<file path="config.mk">
export PLATFORM = sky130hd
export DESIGN_NAME = debounce_sync
export DESIGN_NICKNAME = d
export VERILOG_FILES = /design/src/rtl/debounce_sync.sv
export SDC_FILE = /design/constraint.sdc
export NUM_CORES = 1
export LEC_CHECK = 0
export BUFFER_PORTS_ARGS = -buffer_cell sky130_fd_sc_hd__buf_4
export CAP_MARGIN = 15
export CORE_AREA = 4 4 41 43
export CTS_BUF_LIST = sky130_fd_sc_hd__clkbuf_16
export DETAILED_ROUTE_END_ITERATION = 16
export DIE_AREA = 0 0 45 47
export GPL_TIMING_DRIVEN = 1
export MAX_ROUTING_LAYER = met4
export PLACE_DENSITY_LB_ADDON = 0.25
export SYNTH_ARGS = -nofsm -noshare
export SYNTH_HDL_FRONTEND = slang
export SYNTH_SLANG_ARGS = --single-unit
</file>
<file path="constraint.sdc">
create_clock -name clk -period 1.69 [get_ports clk]
set_clock_uncertainty 0.15 [all_clocks]
set_input_delay 0.0845 -clock clk [delete_from_list [all_inputs] [get_ports clk]]
set_output_delay 0.0845 -clock clk [all_outputs]
set_load 0.01 [all_outputs]
</file>
<file path="src/rtl/debounce_sync.sv">
// Input conditioning: 2-flop synchronizer followed by a glitch-rejecting debounce
// counter, producing a clean level plus one-cycle rise/fall pulses and a busy flag.
module debounce_sync #(
    parameter int unsigned CNT_W   = 4,
    parameter int unsigned DEB_CYC = 4,
    parameter logic        RST_VAL = 1'b0
) (
    input  logic clk,
    input  logic rst_n,
    input  logic d,
    output logic q,
    output logic rise,
    output logic fall,
    output logic busy
);

    localparam logic [CNT_W-1:0] CNT_ONE  = CNT_W'(1);
    localparam logic [CNT_W-1:0] CNT_LAST = CNT_W'(DEB_CYC - 1);

    typedef enum logic {
        ST_STABLE = 1'b0,
        ST_CHECK  = 1'b1
    } state_e;

    state_e           state_q, state_d;
    logic [CNT_W-1:0] cnt_q, cnt_d;
    logic             s1_q, s2_q;
    logic             q_q, q_d;
    logic             rise_q, rise_d;
    logic             fall_q, fall_d;
    logic             busy_q, busy_d;

    // Synchronizer and debounce state registers
    always_ff @(posedge clk or negedge rst_n) begin
        if (!rst_n) begin
            s1_q    <= RST_VAL;
            s2_q    <= RST_VAL;
            state_q <= ST_STABLE;
            cnt_q   <= '0;
            q_q     <= RST_VAL;
            rise_q  <= 1'b0;
            fall_q  <= 1'b0;
            busy_q  <= 1'b0;
        end else begin
            s1_q    <= d;
            s2_q    <= s1_q;
            state_q <= state_d;
            cnt_q   <= cnt_d;
            q_q     <= q_d;
            rise_q  <= rise_d;
            fall_q  <= fall_d;
            busy_q  <= busy_d;
        end
    end

    // Qualify a level change: it must persist DEB_CYC consecutive cycles on s2
    always_comb begin
        state_d = state_q;
        cnt_d   = cnt_q;
        q_d     = q_q;
        rise_d  = 1'b0;
        fall_d  = 1'b0;
        busy_d  = 1'b0;
        case (state_q)
            ST_STABLE: begin
                if (s2_q != q_q) begin
                    state_d = ST_CHECK;
                    cnt_d   = CNT_ONE;
                    busy_d  = 1'b1;
                end else begin
                    cnt_d = '0;
                end
            end
            ST_CHECK: begin
                if (s2_q == q_q) begin
                    state_d = ST_STABLE;
                    cnt_d   = '0;
                end else if (cnt_q == CNT_LAST) begin
                    state_d = ST_STABLE;
                    cnt_d   = '0;
                    q_d     = s2_q;
                    rise_d  = s2_q;
                    fall_d  = ~s2_q;
                end else begin
                    cnt_d  = cnt_q + CNT_ONE;
                    busy_d = 1'b1;
                end
            end
            default: begin
                state_d = ST_STABLE;
                cnt_d   = '0;
            end
        endcase
    end

    assign q    = q_q;
    assign rise = rise_q;
    assign fall = fall_q;
    assign busy = busy_q;

endmodule

</file>
== Word level (Yosys, flattened, before mapping) ==
Cells that the tools add are included.
Widths: inputs -> output; s select.
Storage, ports and cells
  bits in read-only memories: 0
  memories kept: 0
  input bits: 3
  latch bits: 0
  memory bits (writable): 0
  register bits: 10
  output and inout bits: 4
Cells by class
  mux-type cells: 14
  bitwise operators: 3
  equal/unequal tests: 3
  $mul: 0
  order comparisons: 0
  add/sub/neg operators: 1
  div/mod/pow operators: 0
  reduce and logical (&&, ||, !) cells: 1
  shift operators: 0
Operators with widths (number)
  $mux 1: 10
  $mux 4: 2
  $pmux 4 s2: 1
  $add 4x1->4 const B: 1
  $eq 4x2->1 const B: 1
  $not 1->1: 3
  $reduce_and 3->1: 1
  $pmux 1 s2: 1
  $eq 1x1->1: 1
  $ne 1x1->1: 1

== Longest topological paths before layout ==
  depth after elaboration: 4
  depth in mapped cells: 3

== Least setup slack after synthesis ==
OpenSTA, ideal clock, no wires.
  kind: flip-flop to flip-flop
  start: register cnt_q[0]
  end: register q_q, in the netlist q
  cell stages (with the launch flop): 4
  slack: 330 ps
  path buffers: 0
  arrival: 1085 ps
  data required time: 1415 ps
  path through: dfrtp_1 -> ha_1 -> and4bb_4 -> mux2_4
Between the ends
  longest elaborated chain between the ends: 2
RTL lines
  start: declaration: RTL line 26  | logic [CNT_W-1:0] cnt_q, cnt_d;
  start signal: assignment: RTL line 48  | cnt_q <= cnt_d;
  $eq 4x2->1: RTL line 78  | end else if (cnt_q == CNT_LAST) begin
  $reduce_and 3->1 (no source line)
  end signal: assignment: RTL line 49  | q_q <= q_d;
  end: declaration: RTL line 28  | logic q_q, q_d;
Every way passes these cells.
A chain may end at the register's enable or synchronous reset.

== Final worst setup path ==
Ends and elaborated chain as after synthesis.

==> summary.md <==
| Metric | Value |
|---|---|
| Antenna violations before repair | 0 |
| Final total negative setup slack | 0 ns |
| Leading cell types by total area after synthesis | dfrtp_1 (63%), and3b_1 (4.4%), and4bb_4 (4.1%) |
| Number of global-route vias before repair | 255 |
| Max Clock Freq | 0.708 GHz |
| Routability congestion estimate from global placement | 0.748 |
| Post-synthesis share of cell area spent on and, or, nand and nor gates | 20.5% |
| Compound-cell area share of the yosys netlist | 6.31% |
| Most common library cell in the layout ignoring fill and taps | dfrtp_1 |
| Unrepaired setup endpoints after global routing | no |
| Mux contribution to synthesized area | 3.79% |
| Horiz. Die Dim | 45 um |
| Combinational family with the most area after synthesis | simple AND/OR/NAND/NOR gates |
| Number of levels in the clock H-tree | 1 |
| Initial drt markers | 4 |
| Synth Net Count | 31 |
| Arrival @ worst endpoint | 1.38 ns |
| Effective utilization at floorplan | 30.5% |
| Antenna-violating nets left | 0 |
| P_leak | 0.260 nW |
| Clock-pin slew reported for the worst setup and hold paths after clock tree synthesis | 0.04 ns |
| Cell Area, Placed | 460 sq um |
| Final Core Density | 43.0% |
| Largest area contributor in the synthesized netlist | dfrtp_1 |
| TritonCTS clock tree | yes |
| Clock tree sinks | 10 |
| Wire length of the first global-routing pass | 1120 um |
| Number of DRC violations after detailed routing | 0 |
| CTS Buf Count | 3 |
| Die Y-Extent | 47 um |
| Diode insertion count for antenna repair | 0 |
| Post-Route Hold Slack | 0.0626 ns |
| Drt via density | 4.94 |
| Final clock period utilization by the worst path | 83.5% |
| Slew @ Worst Pin | 0.471 ns |
| Final std cell area, no fill | 559 sq um |
| Hold Crit Class | in -> async |
| Crit end category | flip-flop |
| Overall fraction of global-route tracks in use | 8.44% |
| Cell-by-cell listing of the critical path | ha_1 -> and4bb_4 -> mux2_4 |
| Clock Root Buffer | clkbuf_16 |
| Average cell area after synthesis | 14.7 sq um |
| Setup crit start kind | flip-flop |
| Min Tclk post-route | 1.41 ns |
| Final nets | 44 |
| Core Area | 1300 sq um |
| Placed cell count | 48 |
| Critical-path maximum fanout | 5 |
| Syn. warnings | 0 |
| Fin. Hold Viols | 0 |
| Power per Cell Area | 1680 nW/um^2 |
| Gr ovfl total | 0 |
| Count of buffer and inverter cells on the critical path | 0 |
| Area growth from synthesis to final layout | 41.0% |
| Adder-cell area share of the yosys netlist | 3.15% |
| Max incr delay on CP | 0.37 ns |
| Highest-count cells in the layout ignoring fill and taps | dfrtp_1 (10), buf_4 (6), clkbuf_16 (3) |
| Netlist Area Pre-Place | 397 sq um |
| Total iterations of the first detailed-routing run | 2 |
| DRT Wirelength | 660 um |
| Share of the synthesized area in the top cell type | 63.1% |
| Number of library cell types mapped by synthesis | 16 |
| Critical path class | reg -> reg |
| Clock Path Buffers | 2 |
| Multi-input combinational cell area | 143 sq um |
| Post-synthesis sequential area ratio | 63.1% |
| Number of input and output port buffers inserted | 6 |
| Floorplan die area | 2120 sq um |
| Max_cap viols | 0 |
| Max-slew violation count | 0 |
| Number of standard cells in the final layout excluding fillers | 54 |
| Post-CTS setup-driven buffer insertion count | 0 |
| Status | complete, no violations |
| Share of cells above drive strength 1 | 33.3% |
| Number of storage elements in the synthesis netlist | 10 |
| Critical path required time | 1.66 ns |
| Flop-to-flop setup slack | 0.28 ns |
| Site row count | 13 |
| Family with the most delay on the worst path | flip-flops |
| Max VDD drop | 1010 uV |
| # fillers | 133 |
| Sequential standard cell area | 250 sq um |
| DR WL/cell | 12.2 um |
| Clock latency reported for the late side of the worst-skew pair | 0.24 ns |
| Parity-gate share of the synthesized area counting xor and xnor cells | 2.21% |
| Post-synthesis instance total | 27 |
| Relative slew slack | 68.4% |
| Maximum number of pins on one net before global-route repair | 11 |
| Setup violators final | 0 |
| Number of placed I/O pins | 7 |
| Overall via count from detail_route | 267 |
| CP max-delay cell | dfrtp_1 |
## area by class of cell
cell class,count,area share [%]
flip-flops and latches,10,44.7
multi-input cells,16,25.5
clock buffers,3,13.4
repair buffers,8,11.6
well taps,15,3.36
clock inverters,1,0.671
inverters,1,0.671
## where the power goes
group	internal, mW	switching [mW]	leakage, nW	total, mW
logic	0.0992	0.0819	0.0918	0.181
registers	0.292	0.0538	0.129	0.346
clock network	0.309	0.103	0.0385	0.412
total	0.701	0.239	0.260	0.939
## registers in the layout, summed over array words and instances (netlist names)
register  cells
q             1
s1_q          1
cnt_q         4
s2_q          1
fall          1
busy          1
rise          1
## synth_stat cells (all sizes together)
library cell / number
dfrtp: 10
a211oi: 2
and3b: 2
a21oi: 1
and4: 1
and4bb: 1
ha: 1
inv: 1
mux2: 1
nand2b: 1
nand3b: 1
nor2: 1
nor3b: 1
nor4: 1
o21ai: 1
xnor2: 1
## kinds of logic after synthesis
| family | Yosys count |
|---|---|
| buffers and inverters | 1 |
| XOR/XNOR | 1 |
| flip-flops | 10 |
| adder cells (fa/ha/maj) | 1 |
| multiplexers | 1 |
| AO/OA/AOI/OAI | 4 |
| AND/OR/NAND/NOR | 9 |
## per-stage QoR
stage | total power [mW] | setup slack [ns]
4_1_cts | 0.954 | 0.275
3_3_place_gp | 0.525 | 0.294
3_5_place_dp | 0.528 | 0.283
2_1_floorplan | 0.449 | 0.330
5_1_grt | 0.996 | 0.220
6_report | 0.939 | 0.278
## worst paths after layout
kind                       startpoint        to  cells after the start
max                          cnt_q[0]         q                      3
min                             rst_n  cnt_q[3]                      2
max reg2reg                  cnt_q[0]         q                      3
min reg2reg                      s1_q      s2_q                      0
max in group asynchronous       rst_n      s1_q                      2
min in group clk                 s1_q      s2_q                      0
## metal layers
metal / global-route usage [%] / wire length, um / vias up
met3: 6.90 / 55 / 2
met5: - / 0 / -
met2: 10.7 / 310 / 8
met4: 5.26 / 11 / 0
li1: - / - / 124
met1: 8.75 / 282 / 133
## repair_timing
action | in CTS | in global routing
hold endpoints to repair | 11 | 0
hold buffers | 2 | 0
gates resized for setup | 0 | 0
No activity file was read; power rests on OpenSTA's default activity.
